[src/rtl/mux_arb_nway_if.sv]
// N-way channel bundle for mux_arb_nway: producer words/handshakes on one side, registered output on the other.
// The mux takes the master modport (it drives in_ready and the output word); the environment takes slave.
interface mux_arb_nway_if #(
  parameter int WIDTH = 16,
  parameter int WAYS  = 8
);
  localparam int SELW = $clog2(WAYS);

  logic [WAYS*WIDTH-1:0] in_data;
  logic [WAYS-1:0]       in_valid;
  logic [WAYS-1:0]       in_ready;
  logic                  mode;
  logic [SELW-1:0]       sel;
  logic [WIDTH-1:0]      out_data;
  logic                  out_valid;
  logic                  out_ready;
  logic [SELW-1:0]       out_sel;

  modport master (
    input  in_data, in_valid, mode, sel, out_ready,
    output in_ready, out_data, out_valid, out_sel
  );

  modport slave (
    output in_data, in_valid, mode, sel, out_ready,
    input  in_ready, out_data, out_valid, out_sel
  );
endinterface

[src/rtl/mux_arb_nway.sv]
// Registered N-way mux: round-robin or forced-select grant into a one-entry output register.
// Latency 1 cycle; in_ready is all zero while the output word is held (out_valid=1, out_ready=0).
module mux_arb_nway #(
  parameter int WIDTH = 16,
  parameter int WAYS  = 8
) (
  input  logic                clk,
  input  logic                reset,
  mux_arb_nway_if.master      bus
);
  localparam int SELW = $clog2(WAYS);
  localparam int PADW = 1 << SELW;

  logic [SELW-1:0]  ptr;
  logic [SELW-1:0]  rr_gnt;
  logic             rr_vld;
  logic             fs_vld;
  logic [SELW-1:0]  gnt;
  logic             gnt_vld;
  logic             load;
  logic [PADW-1:0]  valid_pad;
  logic [PADW-1:0]  rdy_pad;
  logic [31:0]      sel_ext;
  logic [WIDTH-1:0] words [PADW];

  logic [WIDTH-1:0] data_q;
  logic [SELW-1:0]  sel_q;
  logic             valid_q;

  // Pad to a power of two so every select code indexes a real slot; unused slots read as idle.
  for (genvar i = 0; i < PADW; i++) begin : g_unpack
    if (i < WAYS) begin : g_real
      assign words[i] = bus.in_data[i*WIDTH +: WIDTH];
    end else begin : g_pad
      assign words[i] = '0;
    end
  end

  assign valid_pad = PADW'(bus.in_valid);
  assign sel_ext   = 32'(bus.sel);
  assign fs_vld    = (sel_ext < 32'(WAYS)) && valid_pad[bus.sel];

  // Scan from the highest offset down so the lowest offset from ptr wins.
  always_comb begin
    int idx;
    idx    = 0;
    rr_vld = 1'b0;
    rr_gnt = '0;
    for (int k = WAYS - 1; k >= 0; k--) begin
      idx = int'(ptr) + k;
      if (idx >= WAYS) idx = idx - WAYS;
      if (valid_pad[idx[SELW-1:0]]) begin
        rr_vld = 1'b1;
        rr_gnt = idx[SELW-1:0];
      end
    end
  end

  assign gnt     = bus.mode ? bus.sel : rr_gnt;
  assign gnt_vld = bus.mode ? fs_vld  : rr_vld;
  assign load    = ~valid_q | bus.out_ready;

  always_comb begin
    rdy_pad = '0;
    if (load && gnt_vld && !reset) rdy_pad[gnt] = 1'b1;
  end

  assign bus.in_ready = rdy_pad[WAYS-1:0];

  always_ff @(posedge clk or posedge reset) begin
    if (reset) begin
      data_q  <= '0;
      sel_q   <= '0;
      valid_q <= 1'b0;
      ptr     <= '0;
    end else if (load) begin
      if (gnt_vld) begin
        data_q  <= words[gnt];
        sel_q   <= gnt;
        valid_q <= 1'b1;
        if (!bus.mode) ptr <= (32'(gnt) == 32'(WAYS - 1)) ? '0 : gnt + SELW'(1);
      end else begin
        valid_q <= 1'b0;
      end
    end
  end

  assign bus.out_data  = data_q;
  assign bus.out_sel   = sel_q;
  assign bus.out_valid = valid_q;
endmodule

[src/flat_wrapper.sv]
// flat-port wrapper written by rule: the top's interface ports become plain ports
module mux_arb_nway_flat 
#(
  parameter int WIDTH = 16,
  parameter int WAYS  = 8
)
  (clk, reset, bus_in_data, bus_in_valid, bus_mode, bus_sel, bus_out_ready, bus_in_ready, bus_out_data, bus_out_valid, bus_out_sel);
  mux_arb_nway_if #(.WIDTH(WIDTH), .WAYS(WAYS)) bus_i ();
  input  logic clk;
  input  logic reset;
  input wire logic [$bits(bus_i.in_data)-1:0] bus_in_data;
  input wire logic [$bits(bus_i.in_valid)-1:0] bus_in_valid;
  input wire logic [$bits(bus_i.mode)-1:0] bus_mode;
  input wire logic [$bits(bus_i.sel)-1:0] bus_sel;
  input wire logic [$bits(bus_i.out_ready)-1:0] bus_out_ready;
  output wire logic [$bits(bus_i.in_ready)-1:0] bus_in_ready;
  output wire logic [$bits(bus_i.out_data)-1:0] bus_out_data;
  output wire logic [$bits(bus_i.out_valid)-1:0] bus_out_valid;
  output wire logic [$bits(bus_i.out_sel)-1:0] bus_out_sel;
  assign bus_i.in_data = bus_in_data;
  assign bus_i.in_valid = bus_in_valid;
  assign bus_i.mode = bus_mode;
  assign bus_i.sel = bus_sel;
  assign bus_i.out_ready = bus_out_ready;
  assign bus_in_ready = bus_i.in_ready;
  assign bus_out_data = bus_i.out_data;
  assign bus_out_valid = bus_i.out_valid;
  assign bus_out_sel = bus_i.out_sel;
  mux_arb_nway #(.WIDTH(WIDTH), .WAYS(WAYS)) u_core (.clk(clk), .reset(reset), .bus(bus_i));
endmodule
[config.mk]
export PLATFORM = sky130hd
export DESIGN_NAME = mux_arb_nway_flat
export DESIGN_NICKNAME = d
export VERILOG_FILES = /design/src/rtl/mux_arb_nway_if.sv /design/src/rtl/mux_arb_nway.sv /design/src/flat_wrapper.sv
export SDC_FILE = /design/constraint.sdc
export NUM_CORES = 1
export LEC_CHECK = 0
export ABC_CLOCK_PERIOD_IN_PS = 7300
export CAP_MARGIN = 10
export CORE_ASPECT_RATIO = 1.25
export CORE_MARGIN = 1
export CORE_UTILIZATION = 44
export CTS_BUF_LIST = sky130_fd_sc_hd__clkbuf_4 sky130_fd_sc_hd__clkbuf_8
export CTS_CLUSTER_SIZE = 28
export DETAILED_ROUTE_END_ITERATION = 12
export HOLD_SLACK_MARGIN = 0.08
export PLACE_DENSITY = 0.9
export SLEW_MARGIN = 20
export SYNTH_ARGS = -nofsm -noshare
export SYNTH_HDL_FRONTEND = slang
export SYNTH_SLANG_ARGS = --single-unit
[constraint.sdc]
create_clock -name clk -period 7.3 [get_ports clk]
set_input_delay 0.73 -clock clk [delete_from_list [all_inputs] [get_ports clk]]
set_output_delay 0.73 -clock clk [all_outputs]
set_load 0.03 [all_outputs]
Word level (Yosys, flattened, before mapping). Cells that the tools add are included.

Input bits: 143. Logic and storage cells: 105. Register bits after elaboration: 23. Output and inout bits: 28.

Multiplexer cells: 52. Order comparisons: 21. Reductions and logical operators: 7. $add $sub $neg: 16. Equality and inequality tests: 1. Bitwise gates (word level): 4.

Operators by type and width (count): 2-to-1 mux 3 bit (18); binary-select mux 16 bit (select 3 bit) (1); less-than comparator 3 x 4 -> 1 bit, second input constant (11); greater-or-equal comparator 4 bit, second input constant (8); 2-to-1 mux 16 bit (2); binary-select mux 1 bit (select 3 bit) (9); subtractor 3 x 1 -> 3 bit, second input constant (8); 2-to-1 mux 1 bit (20); adder 3 x 3 -> 4 bit, second input constant (4); adder 3 x 2 -> 4 bit, second input constant (2); 2-to-1 mux 8 bit (1); adder 3 x 1 -> 4 bit, second input constant (1); greater-or-equal comparator 3 x 4 -> 1 bit, second input constant (1); logical AND 1 bit (4); NOT 3 -> 4 bit (1); adder 3 x 1 -> 3 bit, second input constant (1); demux 1 bit (select 3 bit) (1); equality test 3 bit, second input constant (1); greater-or-equal comparator 3 x 1 -> 1 bit, second input constant (1); AND reduction 3 bit (1); NOT 1 bit (2); AND reduction 2 bit (1); logical NOT 1 bit (1); bitwise OR 1 bit (1).

Logic depth before layout (Yosys ltp).
Depth in word-level cells: 19. Gate-level depth with buffers: 16. Mapped depth without buffers: 13.

Worst setup path before layout. No wires, ideal clock.

Kind: register to output. Start: register u_core.ptr[1]. End: output bus_in_ready[4]. Cell stages (with the launch flop): 15. Arrival time: 3.612 ns. Setup slack: 2.958 ns. Cells stage by stage: dfrtp_1 > buf_2 > inv_1 > ha_1 > buf_2 > mux2_2 > mux2i_1 > a221oi_1 > and3_1 > o31ai_1 > o41ai_4 > buf_6 > buf_4 > or2_2 > nor2_1.

Word-level cells in the longest chain between the ends: 19.

Ends and longest elaborated chain: from (decl) (RTL line mux_arb_nway.sv:14) `logic [SELW-1:0] ptr;`; from (signal assigned) (RTL line mux_arb_nway.sv:81) `if (!bus.mode) ptr <= (32'(gnt) == 32'(WAYS - 1)) ? '0 : gnt + SELW'(1);`; adder 3 x 3 -> 4 bit (RTL line mux_arb_nway.sv:50) `idx = int'(ptr) + k;`; greater-or-equal comparator 4 bit or subtractor 3 x 1 -> 3 bit (tied branches) (RTL line mux_arb_nway.sv:51) `if (idx >= WAYS) idx = idx - WAYS;`; 2-to-1 mux 3 bit (RTL line mux_arb_nway.sv:51); binary-select mux 1 bit (select 3 bit) (RTL line mux_arb_nway.sv:52) `if (valid_pad[idx[SELW-1:0]]) begin`; 2-to-1 mux 1 bit (not written as such) (RTL line mux_arb_nway.sv:52); 2-to-1 mux 3 bit (8 in series) (RTL line mux_arb_nway.sv:52); 2-to-1 mux 3 bit (RTL line mux_arb_nway.sv:59) `assign gnt = bus.mode ? bus.sel : rr_gnt;`; less-than comparator 3 x 4 -> 1 bit (not written as such) or greater-or-equal comparator 3 x 1 -> 1 bit (tied branches) (RTL line mux_arb_nway.sv:65) `if (load && gnt_vld && !reset) rdy_pad[gnt] = 1'b1;`; logical AND 1 bit (not written as such) (RTL line mux_arb_nway.sv:65); 2-to-1 mux 1 bit (not written as such) (RTL line mux_arb_nway.sv:65); demux 1 bit (select 3 bit); 2-to-1 mux 8 bit * (RTL line mux_arb_nway.sv:65); to (decl) (RTL line flat_wrapper.sv:16) `output wire logic [$bits(bus_i.in_ready)-1:0] bus_in_ready;`.

Every way passes the cells marked *; elsewhere a longest branch is shown, timed or not. The select of a mux whose other input is x is not followed.

Final worst setup path.
Start: register u_core.ptr[1]. End: output bus_in_ready[7].

Same word-level chain as after synthesis.

==> qor.yml <==
die:
  rows: 33
  die_width_um: 76.86
  core_area_um2: 6648
  start_util_pct: 46.36
  die_h_um: 95.57
  ioPinCount: 171
  die-area_um2: 7345
synth:
  ys_top_cells_by_area: "dfrtp_1 (19%), mux2i_1 (16%), mux2_2 (8.8%)"
  yosysSeqAreaShare_pct: 18.68
  synth_flop_cell: "dfrtp_1"
  syn-num-nets: 468
  ys_types: 54
  ys.warnings.count: 0
  syn_inst: 322
  synth_top_cell_by_area: "dfrtp_1"
  synth.top_cell.area_share_pct: 18.68
  async_reset_ff_share_pct: 100.0
  synth_edf_count: 0
  synth-seq-cells: 23
  syn_avg_cell_area_um2: 9.571
  syn_area_um2: 3082
placed_design:
  io_buffers: 170
  place_area_um2: 4771
  dp_hpwl_um: 9387
  place.gp.congestion: 0.9161
timing:
  hold_viol: 0
  setup_viol_count_final: 0
  fin_skew_ns: 0.008519
  worst_pin_slew_ns: 1.088
  slew_viol_final: 0
  maxSlewHeadroom_pct: 27.17
  rsz0062_at_grt: "no"
  period_needed_ns: 5.913
  fin_tns_setup_ns: 0
  fin_crit_sh_pct: 81.00
  whs_ns: 0.5286
  maxClockFrequency_ghz: 0.1691
drt:
  routed_wl_um: 11590
  dr.pass1.iters: 4
  ant_nets: 0
  routedWlPerCell_um: 20.70
  via_per_inst: 5.986
  drt_iter0_drc: 169
  drc: 0
  num_vias: 3352
global_routing:
  antenna_found_initial: 0
  grt_max_degree: 34
  grt_pass1_wl_um: 17490
  grt_pass1_vias: 3360
  overflow: 0
  grt_use_total_pct: 31.30
finish:
  final_cell_mix: "clkdlybuf4s50_1 (170), mux2i_1 (48), mux2_2 (24)"
  mostFrequentLayoutCell: "clkdlybuf4s50_1"
  fillers: 468
  area_growth_pct: 56.39
  nNetsFinal: 620
  num_antenna_cells: 0
  final_layout_size_suffix_gt1_share_pct: 12.05
  final_area_um2: 4820
pwr:
  power.total_uw: 1844
  ir_drop_mv: 0.1908
  powerDensity_nw_per_um2: 382.6
  leakage_uw: 0.001846
cts:
  cts_hold_buf: 0
  cts_tree: "yes"
  insertion_delay_ns: 0.28
  ctsResizeCount: 0
  cts_root_buf: "clkbuf_8"
  cts_max_level: 1
  path_clk_slew_ns: 0.09
  cts.sinks: 23
  cts_buffer_depth: 2
  cts_setup_buffers: 0
  cts_made_buffers: 3
setup_path:
  crit_path_start_kind: "flop"
  endpoint_kind: "output pin"
  crit_arrival_ns: 5.18
  criticalPathCategory: "flop to output pin"
  cp.required_ns: 6.57
  rrSetupSlack_ns: 1.70
  crit_fanout: 22
min_path:
  min_path_type: "flop to flop"
flow_run:
  cap_violations: 0
run_status:
  status: "complete, no violations"
==> sequential cells by signal (all words and copies together), names as in the netlist <==
name and cells:
u_core.bus.out_valid 1, u_core.ptr 3, u_core.bus.out_sel 3, u_core.bus.out_data 16
==> routing by layer <==
layer	global-route usage, %	routed length (um)
met5	0	0
met4	15.22	518
met3	4.402	870
met2	57.07	6063
met1	35.95	4140
==> cells by family (layout without fill, tap and decap cells) <==
family	Yosys count	in the layout	synth area share, %
xor gates and xnor gates	4	4	1.746
AOI/OAI and AO/OA	83	83	21.03
and+or+nand+nor	66	66	10.56
adders and majority gates	3	3	1.218
muxes	102	102	39.71
buffers and inverters	41	192	7.065
DFF	23	23	18.68
==> worst paths after layout <==
check	endpoint	cells after the start	start
worst max-delay path	bus_in_ready[7]	11	u_core.ptr[1]
worst min-delay path	u_core.bus.out_sel[2]	1	u_core.bus.out_sel[2]
worst max register to register	u_core.bus.out_data[5]	12	u_core.ptr[1]
worst min register to register	u_core.bus.out_sel[2]	1	u_core.bus.out_sel[2]
max in group asynchronous	u_core.ptr[0]	3	reset
min in group asynchronous	u_core.bus.out_data[14]	3	reset
==> power breakdown <==
part | internal (uW) | total [uW] | switching (uW)
clock | 42.9 | 88.1 | 45.2
sequential | 190 | 246 | 56.0
combinational | 693 | 1510 | 817
==> cells in the mapped netlist (3+ instances only) <==
library cell,number
a21oi_1,8
mux4_2,12
buf_6,5
and2_1,3
o22ai_1,16
mux2_1,18
mux2_2,24
nor3_1,7
nand3_1,5
nand2_1,14
ha_1,3
buf_4,4
clkbuf_1,11
dfrtp_1,23
inv_1,10
nor2_1,21
o2bb2ai_1,16
nand2b_1,4
a211oi_1,15
mux2i_1,48
buf_2,9
o21ai_0,6
==> critical path, cell delays in order, from the launching register on <==
cell             delay (ns)
dfrtp_1                0.90
inv_1                  0.27
ha_1                   0.60
mux4_2                 0.41
mux2i_1                0.40
nand4_1                0.14
o211ai_1               0.14
a41oi_1                0.09
o41ai_4                0.91
nand2b_1               0.16
nor2_1                 0.17
clkdlybuf4s50_1        0.70
==> final cells by class <==
| cell class | count | area, um2 | area share (%) |
|---|---|---|---|
| tap | 87 | 108.9 | 2.259 |
| clock buffer | 4 | 48.80 | 1.012 |
| sequential | 23 | 575.6 | 11.94 |
| timing repair buffer | 176 | 1747 | 36.24 |
| inverter | 12 | 45.04 | 0.9346 |
| multi-input combinational | 258 | 2295 | 47.61 |
==> stage by stage <==
stage | worst slack [ns] | utilization (%) | cells
4_1_cts | 1.433 | 72.50 | 560
3_5_place_dp | 1.731 | 71.77 | 556
2_1_floorplan | 2.958 | - | 322
3_3_place_gp | 1.835 | 71.73 | 556
5_1_grt | 1.036 | 72.50 | 560
6_report | 1.387 | 72.50 | 560
(Power assumes the default switching activity.)
